==> config.mk <==
export PLATFORM = sky130hd
export DESIGN_NAME = id_ctrl_pipe
export DESIGN_NICKNAME = d
export VERILOG_FILES = /design/src/rtl/id_ctrl_pipe_pkg.sv /design/src/rtl/id_ctrl_pipe_imm_ext_unit.sv /design/src/rtl/id_ctrl_pipe.sv
export SDC_FILE = /design/constraint.sdc
export NUM_CORES = 1
export LEC_CHECK = 0
export CORE_UTILIZATION = 35
export CTS_BUF_LIST = sky130_fd_sc_hd__clkbuf_16
export CTS_CLUSTER_SIZE = 12
export DETAILED_ROUTE_END_ITERATION = 10
export PLACE_DENSITY = 0.75
export SKIP_CTS_REPAIR_TIMING = 1
export SYNTH_ARGS = -nofsm -noshare
export SYNTH_HDL_FRONTEND = slang
export SYNTH_SLANG_ARGS = --single-unit
export TNS_END_PERCENT = 5
==> constraint.sdc <==
create_clock -name clk -period 4.9 [get_ports clk]
set_input_delay 1.47 -clock clk [delete_from_list [all_inputs] [get_ports clk]]
set_output_delay 1.47 -clock clk [all_outputs]
set_load 0.03 [all_outputs]
==> src/rtl/id_ctrl_pipe_pkg.sv <==
// Shared encodings for the ID-stage controller: extension modes, opcodes,
// function codes, FSM states and the ID/EX control-slice payload.
package cpu_ctrl_pkg;

  localparam int unsigned EXT_W  = 3;
  localparam int unsigned XLEN   = 32;
  localparam int unsigned REG_W  = 5;
  localparam int unsigned OP_W   = 6;

  // Immediate extension modes carried into EX
  typedef enum logic [EXT_W-1:0] {
    EXT_NONE  = 3'd0,
    EXT_SIGN  = 3'd1,
    EXT_ZERO  = 3'd2,
    EXT_LUI   = 3'd3,
    EXT_SHAMT = 3'd4
  } ext_sel_e;

  // Primary opcodes
  localparam logic [OP_W-1:0] OP_RTYPE = 6'h00;
  localparam logic [OP_W-1:0] OP_J     = 6'h02;
  localparam logic [OP_W-1:0] OP_JAL   = 6'h03;
  localparam logic [OP_W-1:0] OP_BEQ   = 6'h04;
  localparam logic [OP_W-1:0] OP_BNE   = 6'h05;
  localparam logic [OP_W-1:0] OP_ADDI  = 6'h08;
  localparam logic [OP_W-1:0] OP_ADDIU = 6'h09;
  localparam logic [OP_W-1:0] OP_SLTI  = 6'h0A;
  localparam logic [OP_W-1:0] OP_SLTIU = 6'h0B;
  localparam logic [OP_W-1:0] OP_ANDI  = 6'h0C;
  localparam logic [OP_W-1:0] OP_ORI   = 6'h0D;
  localparam logic [OP_W-1:0] OP_XORI  = 6'h0E;
  localparam logic [OP_W-1:0] OP_LUI   = 6'h0F;
  localparam logic [OP_W-1:0] OP_LW    = 6'h23;
  localparam logic [OP_W-1:0] OP_SW    = 6'h2B;

  // R-type function codes
  localparam logic [5:0] FN_SLL     = 6'h00;
  localparam logic [5:0] FN_SRL     = 6'h02;
  localparam logic [5:0] FN_SRA     = 6'h03;
  localparam logic [5:0] FN_SYSCALL = 6'h0C;

  // Controller FSM states
  typedef enum logic {
    ST_RUN  = 1'b0,
    ST_HALT = 1'b1
  } state_e;

  // Immediate/extension slice of the ID/EX register
  typedef struct packed {
    logic             valid;
    logic [XLEN-1:0]  imm;
    logic [EXT_W-1:0] ext_sel;
    logic             alu_src;
  } idex_ctrl_t;

  localparam idex_ctrl_t IDEX_BUBBLE = '{
    valid:   1'b0,
    imm:     32'd0,
    ext_sel: EXT_NONE,
    alu_src: 1'b0
  };

endpackage

==> src/rtl/id_ctrl_pipe_imm_ext_unit.sv <==
// Combinational decode of the IF/ID instruction into extension mode,
// extended immediate, ALU B-source select and register operand usage.
module imm_ext_unit
  import cpu_ctrl_pkg::*;
(
  input  logic [XLEN-1:0]  instr_i,
  output logic [EXT_W-1:0] ext_sel_o,
  output logic [XLEN-1:0]  imm_o,
  output logic             alu_src_o,
  output logic             uses_rs_o,
  output logic             uses_rt_o
);

  logic [OP_W-1:0] op;
  logic [5:0]      funct;
  logic            is_shift;
  logic            is_sys;
  logic            is_branch;
  ext_sel_e        sel;

  assign op    = instr_i[31:26];
  assign funct = instr_i[5:0];

  // Classify the instruction and pick its extension mode
  always_comb begin
    sel       = EXT_NONE;
    is_shift  = (op == OP_RTYPE) &&
                ((funct == FN_SLL) || (funct == FN_SRL) || (funct == FN_SRA));
    is_sys    = (op == OP_RTYPE) && (funct == FN_SYSCALL);
    is_branch = (op == OP_BEQ) || (op == OP_BNE);
    case (op)
      OP_BEQ, OP_BNE, OP_ADDI, OP_ADDIU,
      OP_SLTI, OP_SLTIU, OP_LW, OP_SW:  sel = EXT_SIGN;
      OP_ANDI, OP_ORI, OP_XORI:         sel = EXT_ZERO;
      OP_LUI:                           sel = EXT_LUI;
      OP_RTYPE: if (is_shift)           sel = EXT_SHAMT;
      default:                          sel = EXT_NONE;
    endcase
  end

  // Build the extended immediate for the selected mode
  always_comb begin
    imm_o = '0;
    case (sel)
      EXT_SIGN:  imm_o = {{16{instr_i[15]}}, instr_i[15:0]};
      EXT_ZERO:  imm_o = {16'b0, instr_i[15:0]};
      EXT_LUI:   imm_o = {instr_i[15:0], 16'b0};
      EXT_SHAMT: imm_o = {27'b0, instr_i[10:6]};
      default:   imm_o = '0;
    endcase
  end

  // Branches use the immediate only for the target, not as ALU operand B
  assign ext_sel_o = sel;
  assign alu_src_o = (sel != EXT_NONE) && !is_branch;
  assign uses_rs_o = !(is_shift || is_sys || (op == OP_LUI) ||
                       (op == OP_J) || (op == OP_JAL));
  assign uses_rt_o = (op == OP_RTYPE) || is_branch || (op == OP_SW);

endmodule

==> src/rtl/id_ctrl_pipe.sv <==
// ID-stage controller: load-use stall, EX flush bubbles, SYSCALL halt/resume
// and the immediate/extension slice of the ID/EX register.
module id_ctrl_pipe
  import cpu_ctrl_pkg::*;
#(
  parameter int unsigned     COUNT_W   = 16,
  parameter logic [XLEN-1:0] HALT_CODE = 32'd10
) (
  input  logic               clk,
  input  logic               rst_n,
  input  logic [XLEN-1:0]    instr,
  input  logic               id_valid,
  input  logic               ex_mem_read,
  input  logic [REG_W-1:0]   ex_rt,
  input  logic               flush,
  input  logic [XLEN-1:0]    sys_v0,
  input  logic               go,
  output logic               pc_stall,
  output logic               if_id_stall,
  output logic               ex_valid,
  output logic [XLEN-1:0]    ex_imm,
  output logic [EXT_W-1:0]   ex_ext_sel,
  output logic               ex_alu_src,
  output logic               halted,
  output logic [COUNT_W-1:0] stall_cnt
);

  logic [EXT_W-1:0]   dec_sel;
  logic [XLEN-1:0]    dec_imm;
  logic               dec_alu_src;
  logic               uses_rs;
  logic               uses_rt;
  logic [REG_W-1:0]   rs;
  logic [REG_W-1:0]   rt;
  logic               is_sys;
  logic               hazard;
  logic               sys_halt;
  logic               stall_c;

  state_e             state_q, state_d;
  idex_ctrl_t         idex_q, idex_d;
  logic [COUNT_W-1:0] cnt_q, cnt_d;

  imm_ext_unit u_imm_ext (
    .instr_i   (instr),
    .ext_sel_o (dec_sel),
    .imm_o     (dec_imm),
    .alu_src_o (dec_alu_src),
    .uses_rs_o (uses_rs),
    .uses_rt_o (uses_rt)
  );

  assign rs     = instr[25:21];
  assign rt     = instr[20:16];
  assign is_sys = (instr[31:26] == OP_RTYPE) && (instr[5:0] == FN_SYSCALL);

  // Load-use and halt-request detection on the instruction in ID
  assign hazard   = id_valid && ex_mem_read && (ex_rt != '0) &&
                    ((uses_rs && (rs == ex_rt)) || (uses_rt && (rt == ex_rt)));
  assign sys_halt = id_valid && is_sys && (sys_v0 == HALT_CODE);

  // Next-state, stall and ID/EX payload selection
  always_comb begin
    stall_c = 1'b0;
    idex_d  = IDEX_BUBBLE;
    state_d = state_q;
    cnt_d   = cnt_q;
    case (state_q)
      ST_RUN: begin
        if (flush) begin
          idex_d = IDEX_BUBBLE;
        end else if (sys_halt) begin
          stall_c = 1'b1;
          state_d = ST_HALT;
        end else if (hazard) begin
          stall_c = 1'b1;
          cnt_d   = cnt_q + COUNT_W'(1);
        end else if (id_valid) begin
          idex_d.valid   = 1'b1;
          idex_d.imm     = dec_imm;
          idex_d.ext_sel = dec_sel;
          idex_d.alu_src = dec_alu_src;
        end
      end
      ST_HALT: begin
        if (go) begin
          // The halting SYSCALL retires as a NOP so it cannot re-halt
          idex_d.valid = 1'b1;
          state_d      = ST_RUN;
        end else begin
          stall_c = 1'b1;
        end
      end
      default: state_d = ST_RUN;
    endcase
  end

  // State, ID/EX slice and stall counter registers
  always_ff @(posedge clk or negedge rst_n) begin
    if (!rst_n) begin
      state_q <= ST_RUN;
      idex_q  <= IDEX_BUBBLE;
      cnt_q   <= '0;
    end else begin
      state_q <= state_d;
      idex_q  <= idex_d;
      cnt_q   <= cnt_d;
    end
  end

  assign pc_stall    = stall_c;
  assign if_id_stall = stall_c;
  assign ex_valid    = idex_q.valid;
  assign ex_imm      = idex_q.imm;
  assign ex_ext_sel  = idex_q.ext_sel;
  assign ex_alu_src  = idex_q.alu_src;
  assign halted      = (state_q == ST_HALT);
  assign stall_cnt   = cnt_q;

endmodule
==> out/qor.csv <==
metric,value,unit
clk_path_buf_depth,2,
p_sw,232,uW
seq_area,0.00135,sq mm
syn_inst,249,
async_reset_ff_frac,1.00,
place.port_buffers,130,
setup_viol,0,
slowest_stage,or4_4,
synth_flop_cell,dfrtp_1,
ant_nets,0,
dpl.hpwl,5570,um
power.internal,783,uW
startpoint_type,input pin,
worstPathBufferInverterCount,2,
fin_crit_sh,0.999,
vias,2485,
drive_gt1_frac,0.130,
drt-initial-drc-count,64,
synth_top_cell_by_area,dfrtp_1,
grt_max_degree,55,
reg2reg_slack,2.99,ns
end_kind,primary output,
hold_class,reg -> reg,
ys_warn_count,0,
yosysUniqueCellTypes,46,
ys_seq_area_frac,0.528,
slew_viol_final,0,
fp-row-count,30,
p_leak,0.00210,uW
synth_top_area_frac,0.528,
drc,0,
ys_seq_elements,54,
root_buffer,clkbuf_16,
synth_nets,325,
avgRoutedWirePerCell,14.8,um
worst_slew_pin_slew,1.05,ns
fmax,204,MHz
grt_pass1_wl,11400,um
h-tree-depth,2,
final_area,0.00445,sq mm
grt_overflow,0,
crit_family,simple AND/OR/NAND/NOR gates,
io_pins,131,
grt_util_all_layers,0.193,
avgSynthCellArea,10.3,sq um
maxCapViolations,0,
cts_buffers,5,
yosys-top-cells-count,"dfrtp_1 (54), nor2_1 (40), a21oi_1 (15)",
path_cells,"clkdlybuf4s50_1, nor4_1, nand4_1, or4_4, o311a_4, o31ai_4, buf_6",
clk-insertion-delay-late,0.28,ns
synth_edf_count,0,
postPlaceCellArea,0.00409,sq mm
syn_to_final_growth,74.1,%
p_per_area,228,mW/mm^2
routed_wl,7340,um
cp.required,3.43,ns
fillers,551,
outcome,completed,
ir_worst_vdd,136,uV
layout.nets,475,
path_max_fanout,2,
combPwrFrac,0.170,
grt_pass1_vias,2430,
antenna_found_initial,0,
clkPwrFrac,0.380,
die_area,0.00766,sq mm
initial_core_util,0.368,
max_slew_margin,0.298,
clk_pin_slew,0.06,ns
syn_area,0.00256,sq mm
multi_input_area,0.00126,sq mm
drt-vias-per-instance,5.01,
fp.dieH,87.5,um
synth.area.top_cells,"dfrtp_1 (53%), nor2_1 (5.9%), xnor2_1 (4.4%)",
crit_arrival,3.42,ns
crit_type,in -> out,
firstDrtPassIters,4,
cts_tree,yes,
coreArea,0.00694,sq mm
finalHoldViolations,0,
p_seq_frac,0.451,
slowest_delay,0.44,ns
clock-sinks,54,
swShare,0.229,
gp_congestion,0.902,
setup_tns,0,ns
timing.final.crit_period,4.89,ns
worst_clock_skew,0.00269,ns
diodes,0,
die_w,87.5,um
yosysMostFrequentCell,dfrtp_1,
power by group through the flow:
| stage | Clock, uW | Combinational, uW | Sequential (uW) |
|---|---|---|---|
| final | 385 | 172 | 457 |
| after global routing | 413 | 185 | 458 |
| after CTS | 396 | 167 | 457 |
| after detailed placement | 0 | 167 | 466 |
| after global placement | 0 | 164 | 466 |
| after floorplan | 0 | 36.7 | 481 |
metal layers:
layer | share of wire | global-route usage | up-vias
met1 | 0.42 | 0.238 | 1170
met4 | 0.017 | 0.0671 | 0
met5 | 0 | 0 | -
li1 | - | - | 1184
met2 | 0.50 | 0.336 | 119
met3 | 0.068 | 0.0398 | 12
worst reg2reg max path, delay by kind of cell, from the launching register on:
family / cells / cell delay, ns
and+or+nand+nor: 4 / 1.38
DFF: 1 / 0.47
worst paths after layout:
path / cells after the start / end / startpoint
setup / recovery: 7 / pc_stall / sys_v0[12]
hold / removal: 1 / stall_cnt[15] / stall_cnt[15]
setup reg to reg: 4 / ex_imm[9] / halted
hold reg to reg: 1 / stall_cnt[15] / stall_cnt[15]
max in group asynchronous: 2 / ex_imm[15] / rst_n
min in group asynchronous: 2 / ex_imm[23] / rst_n
cells in the final DEF, fill, tap and decap left out, types with 2 or more instances in the layout:
cell             synthesis  final
nand2_1                  9      9
xor2_1                  12     12
a22oi_1                  5      5
dfrtp_1                 54     54
xnor2_1                 13     13
clkdlybuf4s50_1          0     95
nor2b_1                  2      2
buf_4                    2     21
nor4_1                  11      7
o22ai_1                  2      2
inv_1                    3      4
dlymetal6s2s_1           0     32
nor3_1                   5      3
nand4_1                  7      7
mux2i_1                  2      2
a21oi_1                 15     15
nor3_2                   2      2
nand3_1                 12     11
o21ai_0                  3      3
and3_1                   3      3
buf_6                    1      2
nor3_4                   0      2
nor2_1                  40     40
and2_1                  14     14
nand2b_1                 2      2
clkbuf_16                0      5
nor4_2                   0      4
metrics by stage:
| step | instances | worst slack, ns | power (uW) | hold WS (ns) | utilization |
|---|---|---|---|---|---|
| 2_1_floorplan | 249 | 0.191 | 517 | 0.654 | - |
| 3_3_place_gp | 487 | -0.0824 | 630 | 0.462 | 0.588 |
| 3_5_place_dp | 487 | -0.177 | 633 | 0.473 | 0.588 |
| 4_1_cts | 495 | -0.183 | 1020 | 0.487 | 0.612 |
| 5_1_grt | 496 | -0.0590 | 1060 | 0.519 | 0.641 |
| 6_report | 496 | 0.00679 | 1010 | 0.481 | 0.641 |
final cells by class:
type / instances / share of cell area
Tap cell: 96 / 0.0270
Clock inverter: 3 / 0.00927
Timing Repair Buffer: 151 / 0.345
Multi-Input combinational cell: 183 / 0.284
Inverter: 4 / 0.00337
Clock buffer: 5 / 0.0281
Sequential cell: 54 / 0.303
registers in the layout, summed over array words and instances, names as in the netlist:
| name | cells |
|---|---|
| ex_valid | 1 |
| stall_cnt | 16 |
| ex_alu_src | 1 |
| ex_ext_sel | 3 |
| halted | 1 |
| ex_imm | 32 |
kinds of logic (layout without fill, tap and decap cells):
| family | after synthesis | after routing | synth area share |
|---|---|---|---|
| DFF | 54 | 54 | 0.528 |
| AOI/OAI and AO/OA | 36 | 36 | 0.0949 |
| buffers and inverters | 12 | 163 | 0.0249 |
| adders and majority gates | 1 | 1 | 0.00489 |
| muxes | 3 | 3 | 0.0122 |
| xor gates and xnor gates | 25 | 25 | 0.0856 |
| and+or+nand+nor | 118 | 118 | 0.249 |
Power figures use the tool's default switching activity.
